## config.mk

```make
export PLATFORM = sky130hd
export DESIGN_NAME = div_unit_flat
export DESIGN_NICKNAME = d
export VERILOG_FILES = /design/src/rtl/div_unit_if.sv /design/src/rtl/div_unit.sv /design/src/flat_wrapper.sv
export SDC_FILE = /design/constraint.sdc
export NUM_CORES = 1
export LEC_CHECK = 0
export CORE_MARGIN = 8
export CORE_UTILIZATION = 46
export CTS_CLUSTER_DIAMETER = 40
export DETAILED_ROUTE_END_ITERATION = 8
export GPL_TIMING_DRIVEN = 0
export MAX_ROUTING_LAYER = met4
export PLACE_DENSITY_LB_ADDON = 0.2
export SLEW_MARGIN = 15
export SYNTH_ARGS = -nofsm -noshare
export SYNTH_HDL_FRONTEND = slang
export SYNTH_SLANG_ARGS = --single-unit
```

## constraint.sdc

```tcl
create_clock -name clk -period 5.95 [get_ports clk]
set_input_delay 1.4875 -clock clk [delete_from_list [all_inputs] [get_ports clk]]
set_output_delay 1.4875 -clock clk [all_outputs]
set_load 0.01 [all_outputs]
```

## src/rtl/div_unit_if.sv

```systemverilog
// Pipeline-to-divider handshake: EX issues the divide, the divider answers
// with busy/stall/done and the registered result.
interface div_unit_if #(
  parameter int DATA_WIDTH = 32
);
  logic                  start;
  logic [1:0]            op;
  logic [DATA_WIDTH-1:0] a;
  logic [DATA_WIDTH-1:0] b;
  logic                  flush;
  logic                  busy;
  logic                  stall;
  logic                  done;
  logic [DATA_WIDTH-1:0] result;

  modport master (
    output start, op, a, b, flush,
    input  busy, stall, done, result
  );

  modport slave (
    input  start, op, a, b, flush,
    output busy, stall, done, result
  );
endinterface

```

## src/rtl/div_unit.sv

```systemverilog
// RV32M restoring divider, one quotient bit per cycle, with single-cycle
// handling of divide-by-zero and signed overflow.
module div_unit #(
  parameter int DATA_WIDTH = 32,
  parameter int CNT_WIDTH  = 6
) (
  input logic     clk,
  input logic     rst,
  div_unit_if.slave bus
);

  typedef enum logic [1:0] {IDLE, RUN, DONE} state_t;

  state_t state, state_nxt;

  logic [DATA_WIDTH-1:0] rem_q, quo_q, dvsr_q, result_q;
  logic [CNT_WIDTH-1:0]  cnt_q;
  logic                  neg_q_q, neg_r_q, rem_op_q;

  logic                  is_signed, a_neg, b_neg, div_zero, overflow, special;
  logic [DATA_WIDTH-1:0] a_abs, b_abs, special_res;
  logic [DATA_WIDTH:0]   shifted, diff;
  logic                  ge, last;
  logic [DATA_WIDTH-1:0] rem_nxt, quo_nxt, q_fix, r_fix, final_res;
  logic                  busy_c, stall_c, done_c, accept;

  // Operand conditioning in IDLE: magnitudes for signed ops and early-out detection
  always_comb begin
    is_signed = ~bus.op[0];
    a_neg     = is_signed & bus.a[DATA_WIDTH-1];
    b_neg     = is_signed & bus.b[DATA_WIDTH-1];
    a_abs     = a_neg ? -bus.a : bus.a;
    b_abs     = b_neg ? -bus.b : bus.b;
    div_zero  = (bus.b == '0);
    overflow  = is_signed && (bus.a == {1'b1, {(DATA_WIDTH-1){1'b0}}}) && (bus.b == '1);
    special   = div_zero | overflow;
    if (div_zero)
      special_res = bus.op[1] ? bus.a : '1;
    else
      special_res = bus.op[1] ? '0 : {1'b1, {(DATA_WIDTH-1){1'b0}}};
  end

  // One restoring step; the extra subtractor bit acts as the borrow flag
  always_comb begin
    shifted   = {rem_q, quo_q[DATA_WIDTH-1]};
    diff      = shifted - {1'b0, dvsr_q};
    ge        = ~diff[DATA_WIDTH];
    rem_nxt   = ge ? diff[DATA_WIDTH-1:0] : shifted[DATA_WIDTH-1:0];
    quo_nxt   = {quo_q[DATA_WIDTH-2:0], ge};
    q_fix     = neg_q_q ? -quo_nxt : quo_nxt;
    r_fix     = neg_r_q ? -rem_nxt : rem_nxt;
    final_res = rem_op_q ? r_fix : q_fix;
    last      = (cnt_q == CNT_WIDTH'(DATA_WIDTH-1));
  end

  always_ff @(posedge clk) begin
    if (rst) state <= IDLE;
    else     state <= state_nxt;
  end

  // Flush always wins over start and silences a pending done
  always_comb begin
    state_nxt = state;
    busy_c    = 1'b0;
    stall_c   = 1'b0;
    done_c    = 1'b0;
    accept    = 1'b0;
    case (state)
      IDLE: begin
        if (bus.start && !bus.flush) begin
          accept    = 1'b1;
          stall_c   = 1'b1;
          state_nxt = special ? DONE : RUN;
        end
      end
      RUN: begin
        busy_c  = 1'b1;
        stall_c = 1'b1;
        if (bus.flush)  state_nxt = IDLE;
        else if (last)  state_nxt = DONE;
      end
      DONE: begin
        done_c    = ~bus.flush;
        state_nxt = IDLE;
      end
      default: state_nxt = IDLE;
    endcase
  end

  always_ff @(posedge clk) begin
    if (rst) begin
      rem_q    <= '0;
      quo_q    <= '0;
      dvsr_q   <= '0;
      cnt_q    <= '0;
      neg_q_q  <= 1'b0;
      neg_r_q  <= 1'b0;
      rem_op_q <= 1'b0;
      result_q <= '0;
    end else begin
      if (accept) begin
        rem_q    <= '0;
        quo_q    <= a_abs;
        dvsr_q   <= b_abs;
        cnt_q    <= '0;
        neg_q_q  <= a_neg ^ b_neg;
        neg_r_q  <= a_neg;
        rem_op_q <= bus.op[1];
        if (special) result_q <= special_res;
      end else if (state == RUN && !bus.flush) begin
        rem_q <= rem_nxt;
        quo_q <= quo_nxt;
        cnt_q <= cnt_q + 1'b1;
        if (last) result_q <= final_res;
      end
    end
  end

  assign bus.busy   = busy_c;
  assign bus.stall  = stall_c;
  assign bus.done   = done_c;
  assign bus.result = result_q;

endmodule

```

## src/flat_wrapper.sv

```systemverilog
// flat-port wrapper written by rule: the top's interface ports become plain ports
module div_unit_flat 
#(
  parameter int DATA_WIDTH = 32,
  parameter int CNT_WIDTH  = 6
)
  (clk, rst, bus_start, bus_op, bus_a, bus_b, bus_flush, bus_busy, bus_stall, bus_done, bus_result);
  div_unit_if #(.DATA_WIDTH(DATA_WIDTH)) bus_i ();
  input logic clk;
  input logic rst;
  input wire logic [$bits(bus_i.start)-1:0] bus_start;
  input wire logic [$bits(bus_i.op)-1:0] bus_op;
  input wire logic [$bits(bus_i.a)-1:0] bus_a;
  input wire logic [$bits(bus_i.b)-1:0] bus_b;
  input wire logic [$bits(bus_i.flush)-1:0] bus_flush;
  output wire logic [$bits(bus_i.busy)-1:0] bus_busy;
  output wire logic [$bits(bus_i.stall)-1:0] bus_stall;
  output wire logic [$bits(bus_i.done)-1:0] bus_done;
  output wire logic [$bits(bus_i.result)-1:0] bus_result;
  assign bus_i.start = bus_start;
  assign bus_i.op = bus_op;
  assign bus_i.a = bus_a;
  assign bus_i.b = bus_b;
  assign bus_i.flush = bus_flush;
  assign bus_busy = bus_i.busy;
  assign bus_stall = bus_i.stall;
  assign bus_done = bus_i.done;
  assign bus_result = bus_i.result;
  div_unit #(.DATA_WIDTH(DATA_WIDTH), .CNT_WIDTH(CNT_WIDTH)) u_core (.clk(clk), .rst(rst), .bus(bus_i));
endmodule
```

==> flow_metrics.py, run 1 <==
metrics = {
    "run_status": {
        "status": "finished clean",
    },
    "global_route": {
        "antenna_found_initial": 0,
        "grt_max_degree": 17,
        "grt_pass1_wl_um": 68500,
        "gr-total-overflow": 0,
        "track_usage_pct": 31.3,
        "grt_pass1_vias": 11648,
    },
    "power": {
        "cellLeakagePower_nw": 4.81,
        "finalPower_mw": 3.39,
        "peakVddDrop_uv": 200,
        "pwr_density_cell_nw_per_um2": 255,
    },
    "yosys": {
        "synthSimpleGateAreaFrac_pct": 22.9,
        "synth_compound_area_share_pct": 29.6,
        "post_synth.cell_area_avg_um2": 7.34,
        "yosys.area.top_type": "dfxtp_1",
        "synth_xor_area_share_pct": 9.53,
        "synth-seq-cells": 139,
        "syn-num-nets": 1625,
        "ys_async_sr_fraction_pct": 0,
        "synthTopCellsByCount": "nor2_1 (163), nand2_1 (151), dfxtp_1 (139)",
        "ys_seq_area_share_pct": 25.0,
        "synth_mux_area_share_pct": 3.31,
        "synth_adder_area_share_pct": 4.45,
        "synth_cell_type_count": 83,
        "synth_top_flop_cell": "dfxtp_1",
        "ys_top_cells_by_area": "dfxtp_1 (25%), a21oi_1 (6.2%), nor2_1 (5.5%)",
        "synth_top_family_by_area": "compound AO/OA/AOI/OAI gates",
        "synth.top_cell.area_share_pct": 25.0,
        "synth_area_um2": 11100,
        "yosysMostFrequentCell": "nor2_1",
        "synth_edf_count": 0,
        "syn_inst": 1516,
        "synth_warnings": 0,
    },
    "critical_path": {
        "critPathKind": "register to register",
        "startpoint_type": "register",
        "crit_fanout": 10,
        "crit_arrival_ns": 6.07,
        "timing.rr.end": "u_core.bus.result[26]",
        "required_ns": 6.26,
        "cp-end-kind": "register",
        "r2r_setup_slack_ns": 0.20,
        "r2r_cells": 24,
        "reg2reg_from": "u_core.quo_q[31]",
    },
    "clock_tree": {
        "worstSkewPairLatency_ns": 0.44,
        "numCtsBuffers": 17,
        "cts_buffer_depth": 2,
        "cts.hold.buffers_added": 0,
        "root_buffer": "clkbuf_16",
        "h-tree-depth": 4,
        "cts_sinks": 139,
        "clk_pin_slew_worst_paths_ns": 0.07,
        "cts_tree": "done",
    },
    "timing": {
        "final.setup.tns_ns": 0,
        "fin_crit_ns": 5.75,
        "worst_hold_slack_ns": 0.462,
        "hold_viol": 0,
        "setup_violations": 0,
        "finalMaxSlewViolations": 0,
        "tightest_slew_ns": 1.08,
        "fin_ws_ns": 0.199,
        "finalClockSkew_ns": 0.0176,
        "slew_headroom_pct": 27.4,
        "min_period_over_period_pct": 96.7,
        "max_freq_mhz": 174,
        "rsz0062_at_grt": "false",
    },
    "floorplanning": {
        "die_h_um": 172,
        "die-area_um2": 29400,
        "start_util_pct": 46.3,
        "die_w_um": 172,
        "core_um2": 24000,
        "rows": 57,
        "pin_count": 105,
    },
    "drt": {
        "route.detailed.drc": 0,
        "viasPerCell": 6.31,
        "wl_met3_um": 4590,
        "met2_length_um": 19800,
        "dr.pass1.iters": 7,
        "wl_per_cell_um": 22.8,
        "wl_met1_um": 19700,
        "drt_iter0_markers": 1384,
        "top_layer": "met4",
        "vias": 12500,
        "totalWireLength_um": 45300,
        "postRouteAntennaNets": 0,
    },
    "min_path": {
        "hp-start": "u_core.bus.result[2]",
        "min_path_cells": 2,
        "hp-class": "register to register",
        "holdPathEnd": "u_core.bus.result[2]",
    },
    "placement": {
        "dp.cells": 1944,
        "routabilityCongestion": 0.970,
        "hpwl_um": 36000,
        "io_buffers": 104,
        "pre_cts_ws_ns": -0.514,
        "dpl_cell_area_um2": 12600,
    },
    "finish": {
        "final_cells": 1982,
        "postLayoutCellArea_um2": 13300,
        "antenna_cells": 0,
        "final-seq-area_um2": 2780,
        "fillCellCount": 2434,
        "syn_to_final_growth_pct": 19.4,
        "postLayoutCoreUtil_pct": 55.3,
        "layout-drive-gt1-share_pct": 5.19,
        "nets": 1754,
        "multiInputGateArea_um2": 7830,
    },
    "job": {
        "max_cap_viol_count": 0,
    },
}
[cells by family after synthesis]
family          after synthesis
flops                       139
mux                          36
simple gates                535
buf+inv                     148
compound gates              498
xor+xnor                    121
fa+ha+maj                    39
[layer usage]
metal / GRT usage [%] / up-vias
li1: - / 5854
met1: 42.0 / 5944
met2: 46.4 / 615
met3: 6.36 / 87
met4: 9.87 / 0
met5: - / -
[area by class of cell]
class / instances / share of cell area (%)
multi-input cells: 1229 / 59.0
flip-flops and latches: 139 / 21.0
repair buffers: 110 / 8.18
clock buffers: 20 / 3.44
well taps: 324 / 3.05
plain buffers: 88 / 2.75
inverters: 60 / 1.70
clock inverters: 12 / 0.951
[state kept, by name, indices dropped and copies added (netlist names)]
register and count:
u_core.neg_r_q 1, u_core.cnt_q 6, u_core.bus.result 32, u_core.quo_q 32
u_core.state 2, u_core.neg_q_q 1, u_core.dvsr_q 32, u_core.rem_op_q 1
u_core.rem_q 32
[what timing repair did]
item | CTS | global route
endpoints found under the hold margin | 0 | 0
setup endpoints to repair | 12 | 19
pin swaps | 1 | 6
buffers inserted | 0 | 6
resized for setup | 9 | 7
[worst max path at each step]
stage / endpoint / depth (start not counted) / slack (ns) / startpoint
after global routing: u_core.bus.result[26] / 24 / 0.03 / u_core.quo_q[31]
after floorplan: u_core.bus.result[24] / 24 / 1.07 / u_core.quo_q[31]
after CTS: u_core.bus.result[26] / 24 / 0.01 / u_core.quo_q[31]
after global placement: u_core.bus.result[17] / 13 / -0.68 / bus_b[6]
final: u_core.bus.result[26] / 24 / 0.20 / u_core.quo_q[31]
after detailed placement: u_core.bus.result[26] / 23 / -0.51 / u_core.quo_q[31]
[power breakdown]
part           internal [mW]  switching [mW]
logic                  0.461           0.829
registers              0.970          0.0443
clock network          0.609           0.471
[worst max-delay path, stage by stage (launching register included)]
cell      delay, ns
dfxtp_1        0.43
inv_1          0.07
ha_1           0.21
inv_1          0.07
fa_1           0.25
a211oi_2       0.10
o21a_1         0.24
a2111o_1       0.50
a211oi_4       0.42
o21a_1         0.17
buf_6          0.16
nor2_4         0.09
inv_2          0.17
buf_4          0.24
buf_4          0.24
nor2_1         0.07
a21oi_2        0.19
ha_4           0.21
nand2_1        0.05
or3_1          0.39
o31a_2         0.40
a211oi_4       0.30
a31oi_1        0.19
xnor2_2        0.31
o211ai_1       0.13
[cells in the final DEF, fill, tap and decap left out, types with 20 or more instances in the layout]
cell type	instances
o21ai_0	95
clkdlybuf4s50_1	104
mux2i_1	29
or3_1	30
a21oi_1	136
xnor2_1	63
nand2_1	151
nand4_1	20
nand3_1	24
dfxtp_1	139
nor2_1	163
a22oi_1	33
a211oi_1	64
inv_1	58
ha_1	37
o31ai_1	28
nor3_1	37
clkbuf_1	73
xor2_1	57
(Power assumes the default switching activity.)
==> inputs of run 2 (changes only) <==
--- a/config.mk
+++ b/config.mk
@@ -12,6 +12,7 @@
 export GPL_TIMING_DRIVEN = 0
 export MAX_ROUTING_LAYER = met4
 export PLACE_DENSITY_LB_ADDON = 0.2
+export RECOVER_POWER = 25
 export SLEW_MARGIN = 15
 export SYNTH_ARGS = -nofsm -noshare
 export SYNTH_HDL_FRONTEND = slang
==> constraint.sdc (replaced) <==
create_clock -name clk -period 5.6 [get_ports clk]
set_input_delay 1.4 -clock clk [delete_from_list [all_inputs] [get_ports clk]]
set_output_delay 1.4 -clock clk [all_outputs]
set_load 0.01 [all_outputs]
==> run 2 against run 1 <==
Net effect:
- clock power grew 6%
- design area increased by 0.52%
- critical path type unchanged
- wire length rose by 0.41%
- register-to-register slack worse by 0.06 ns
- combinational power rose by 8%
- highest routed layer unchanged
==> flow_metrics.py, run 2 (synthesis results as in run 1) <==
metrics = {
    "power": {
        "pwr_density_cell_nw_per_um2": 271,
        "intPower_mw": 2.18,
        "p_switching_mw": 1.43,
        "cellLeakagePower_nw": 4.95,
        "swShare_pct": 39.7,
        "clockPowerShare_pct": 31.6,
        "p_seq_share_pct": 29.8,
        "power_frac_comb_pct": 38.5,
        "peakVddDrop_uv": 211,
    },
    "finish": {
        "final_cells": 1987,
        "final_common_cell": "nor2_1",
        "antenna_cells": 0,
        "layout-drive-gt1-share_pct": 5.65,
        "syn_to_final_growth_pct": 20.0,
        "postLayoutCellArea_um2": 13400,
        "fillCellCount": 2421,
        "layout_common_cells": "nor2_1 (163), nand2_1 (151), dfxtp_1 (138)",
        "nets": 1759,
    },
    "placement": {
        "dpl_cell_area_um2": 12600,
        "dp.cells": 1944,
        "routabilityCongestion": 0.970,
        "hpwl_um": 36000,
        "io_buffers": 104,
    },
    "global_route": {
        "grt_pass1_wl_um": 68200,
        "global_route.usage.met3_pct": 8.15,
        "gr-total-overflow": 0,
        "use_met2_pct": 46.4,
        "antenna_found_initial": 0,
        "grt_pass1_vias": 11712,
        "grtUsageMet1_pct": 40.7,
        "track_usage_pct": 31.3,
        "grt_busiest_layer": "met2",
        "grt_max_degree": 17,
    },
    "critical_path": {
        "crit_top_cell": "buf_6",
        "crit_arrival_ns": 5.77,
        "startpoint": "u_core.quo_q[31]",
        "path_buf_inv": 6,
        "r2r_setup_slack_ns": 0.14,
        "crit_fanout": 10,
        "critical-path-top-delay-family": "compound AO/OA/AOI/OAI gates",
        "critPathKind": "register to register",
        "reg2reg_from": "u_core.quo_q[31]",
        "cp-end-kind": "register",
        "crit_path_top_delay_cell": "a2111o_1",
        "required_ns": 5.91,
        "path_cells": "inv_1 -> ha_1 -> inv_1 -> fa_2 -> a211oi_2 -> o21a_1 -> a2111o_1 -> a211oi_4 -> o21a_1 -> buf_6 -> nor2_4 -> inv_4 -> buf_6 -> buf_6 -> nor2_1 -> a21oi_2 -> ha_2 -> nand2_1 -> or3_1 -> o31a_1 -> a211oi_4 -> a31oi_2 -> xnor2_2 -> o211ai_1",
        "startpoint_type": "register",
        "critPathMaxStageDelay_ns": 0.53,
    },
    "timing": {
        "min_period_over_period_pct": 97.5,
        "tightest_slew_ns": 1.11,
        "setup_violations": 0,
        "fin_crit_ns": 5.46,
        "final.setup.tns_ns": 0,
        "hold_viol": 0,
        "finalMaxSlewViolations": 0,
        "max_freq_mhz": 183,
        "slew_headroom_pct": 25.8,
        "finalClockSkew_ns": 0.0190,
    },
    "floorplanning": {
        "rows": 57,
        "pin_count": 105,
        "core_um2": 24000,
        "die-area_um2": 29400,
        "start_util_pct": 46.3,
        "die_h_um": 172,
        "die_w_um": 172,
    },
    "drt": {
        "vias": 12414,
        "totalWireLength_um": 45500,
        "wl_per_cell_um": 22.9,
        "dr.pass1.iters": 5,
        "postRouteAntennaNets": 0,
        "drt_iter0_markers": 1245,
        "route.detailed.drc": 0,
        "viasPerCell": 6.25,
    },
    "clock_tree": {
        "clk_pin_slew_worst_paths_ns": 0.07,
        "cts_buffer_depth": 2,
        "cts_sinks": 139,
        "h-tree-depth": 4,
        "worstSkewPairLatency_ns": 0.44,
        "root_buffer": "clkbuf_16",
        "cts_tree": "done",
        "cts.hold.buffers_added": 0,
        "numCtsBuffers": 17,
    },
    "min_path": {
        "hp-class": "register to register",
        "hp-start": "u_core.bus.result[11]",
    },
    "job": {
        "max_cap_viol_count": 0,
    },
    "run_status": {
        "status": "finished clean",
    },
}
-- run 2: cell count changes in the layout (fill, tap and decap cells not counted), sizes merged --
cell and change:
clkbuf +1, clkdlybuf4s50 -34, dlygate4sd3 +34, buf +4
-- run 2: layout make-up --
| cell class | instances | area, um^2 | share of cell area [%] |
|---|---|---|---|
| buffer | 88 | 380 | 2.85 |
| clock buffer | 20 | 457 | 3.42 |
| clock inverter | 12 | 126 | 0.947 |
| inverter | 60 | 228 | 1.71 |
| multi-input combinational | 1229 | 7850 | 58.8 |
| sequential | 139 | 2780 | 20.9 |
| tap | 324 | 405 | 3.04 |
| timing repair buffer | 115 | 1120 | 8.42 |
-- run 2: repair_timing --
action / 4_1_cts / 5_1_grt
endpoints found under the setup margin: 13 / 28
pin swaps: 6 / 7
resized for setup: 14 / 10
setup buffers: 7 / 4
-- run 2: worst paths after layout --
| kind | endpoint | cells past startpoint |
|---|---|---|
| setup reg to reg | u_core.bus.result[26] | 24 |
| setup / recovery | u_core.bus.result[26] | 24 |
| hold reg to reg | u_core.bus.result[11] | 2 |
| hold / removal | u_core.bus.result[11] | 2 |
-- run 2: power by group through the flow --
stage | combinational, mW | sequential, mW | clock [mW]
after floorplan | 0.862 | 1.08 | 0
after global placement | 1.28 | 1.10 | 0
after detailed placement | 1.29 | 1.10 | 0
after CTS | 1.34 | 1.08 | 1.14
after global routing | 1.48 | 1.08 | 1.18
final | 1.39 | 1.08 | 1.14
-- run 2: through the flow --
step           utilization, %  hold slack, ns  total power [mW]  setup WS (ns)
4_1_cts                  55.2           0.462              3.56         0.0352
5_1_grt                  55.5           0.484              3.75        -0.0163
6_report                 55.5           0.457              3.61          0.143
3_3_place_gp             52.3           0.438              2.38         -0.939
3_5_place_dp             52.3           0.449              2.38         -0.864
2_1_floorplan               -           0.432              1.94          0.718
-- run 2: metal layers --
layer | vias to the layer above | part of all wire (%)
li1 | 5856 | -
met1 | 5880 | 44
met2 | 595 | 44
met3 | 83 | 10
met4 | 0 | 2.7
met5 | - | 0
-- run 2: worst min-delay path, cell delays in order, from the launching register on --
cell	delay, ns
dfxtp_1	0.32
nand2_1	0.06
o41ai_1	0.05
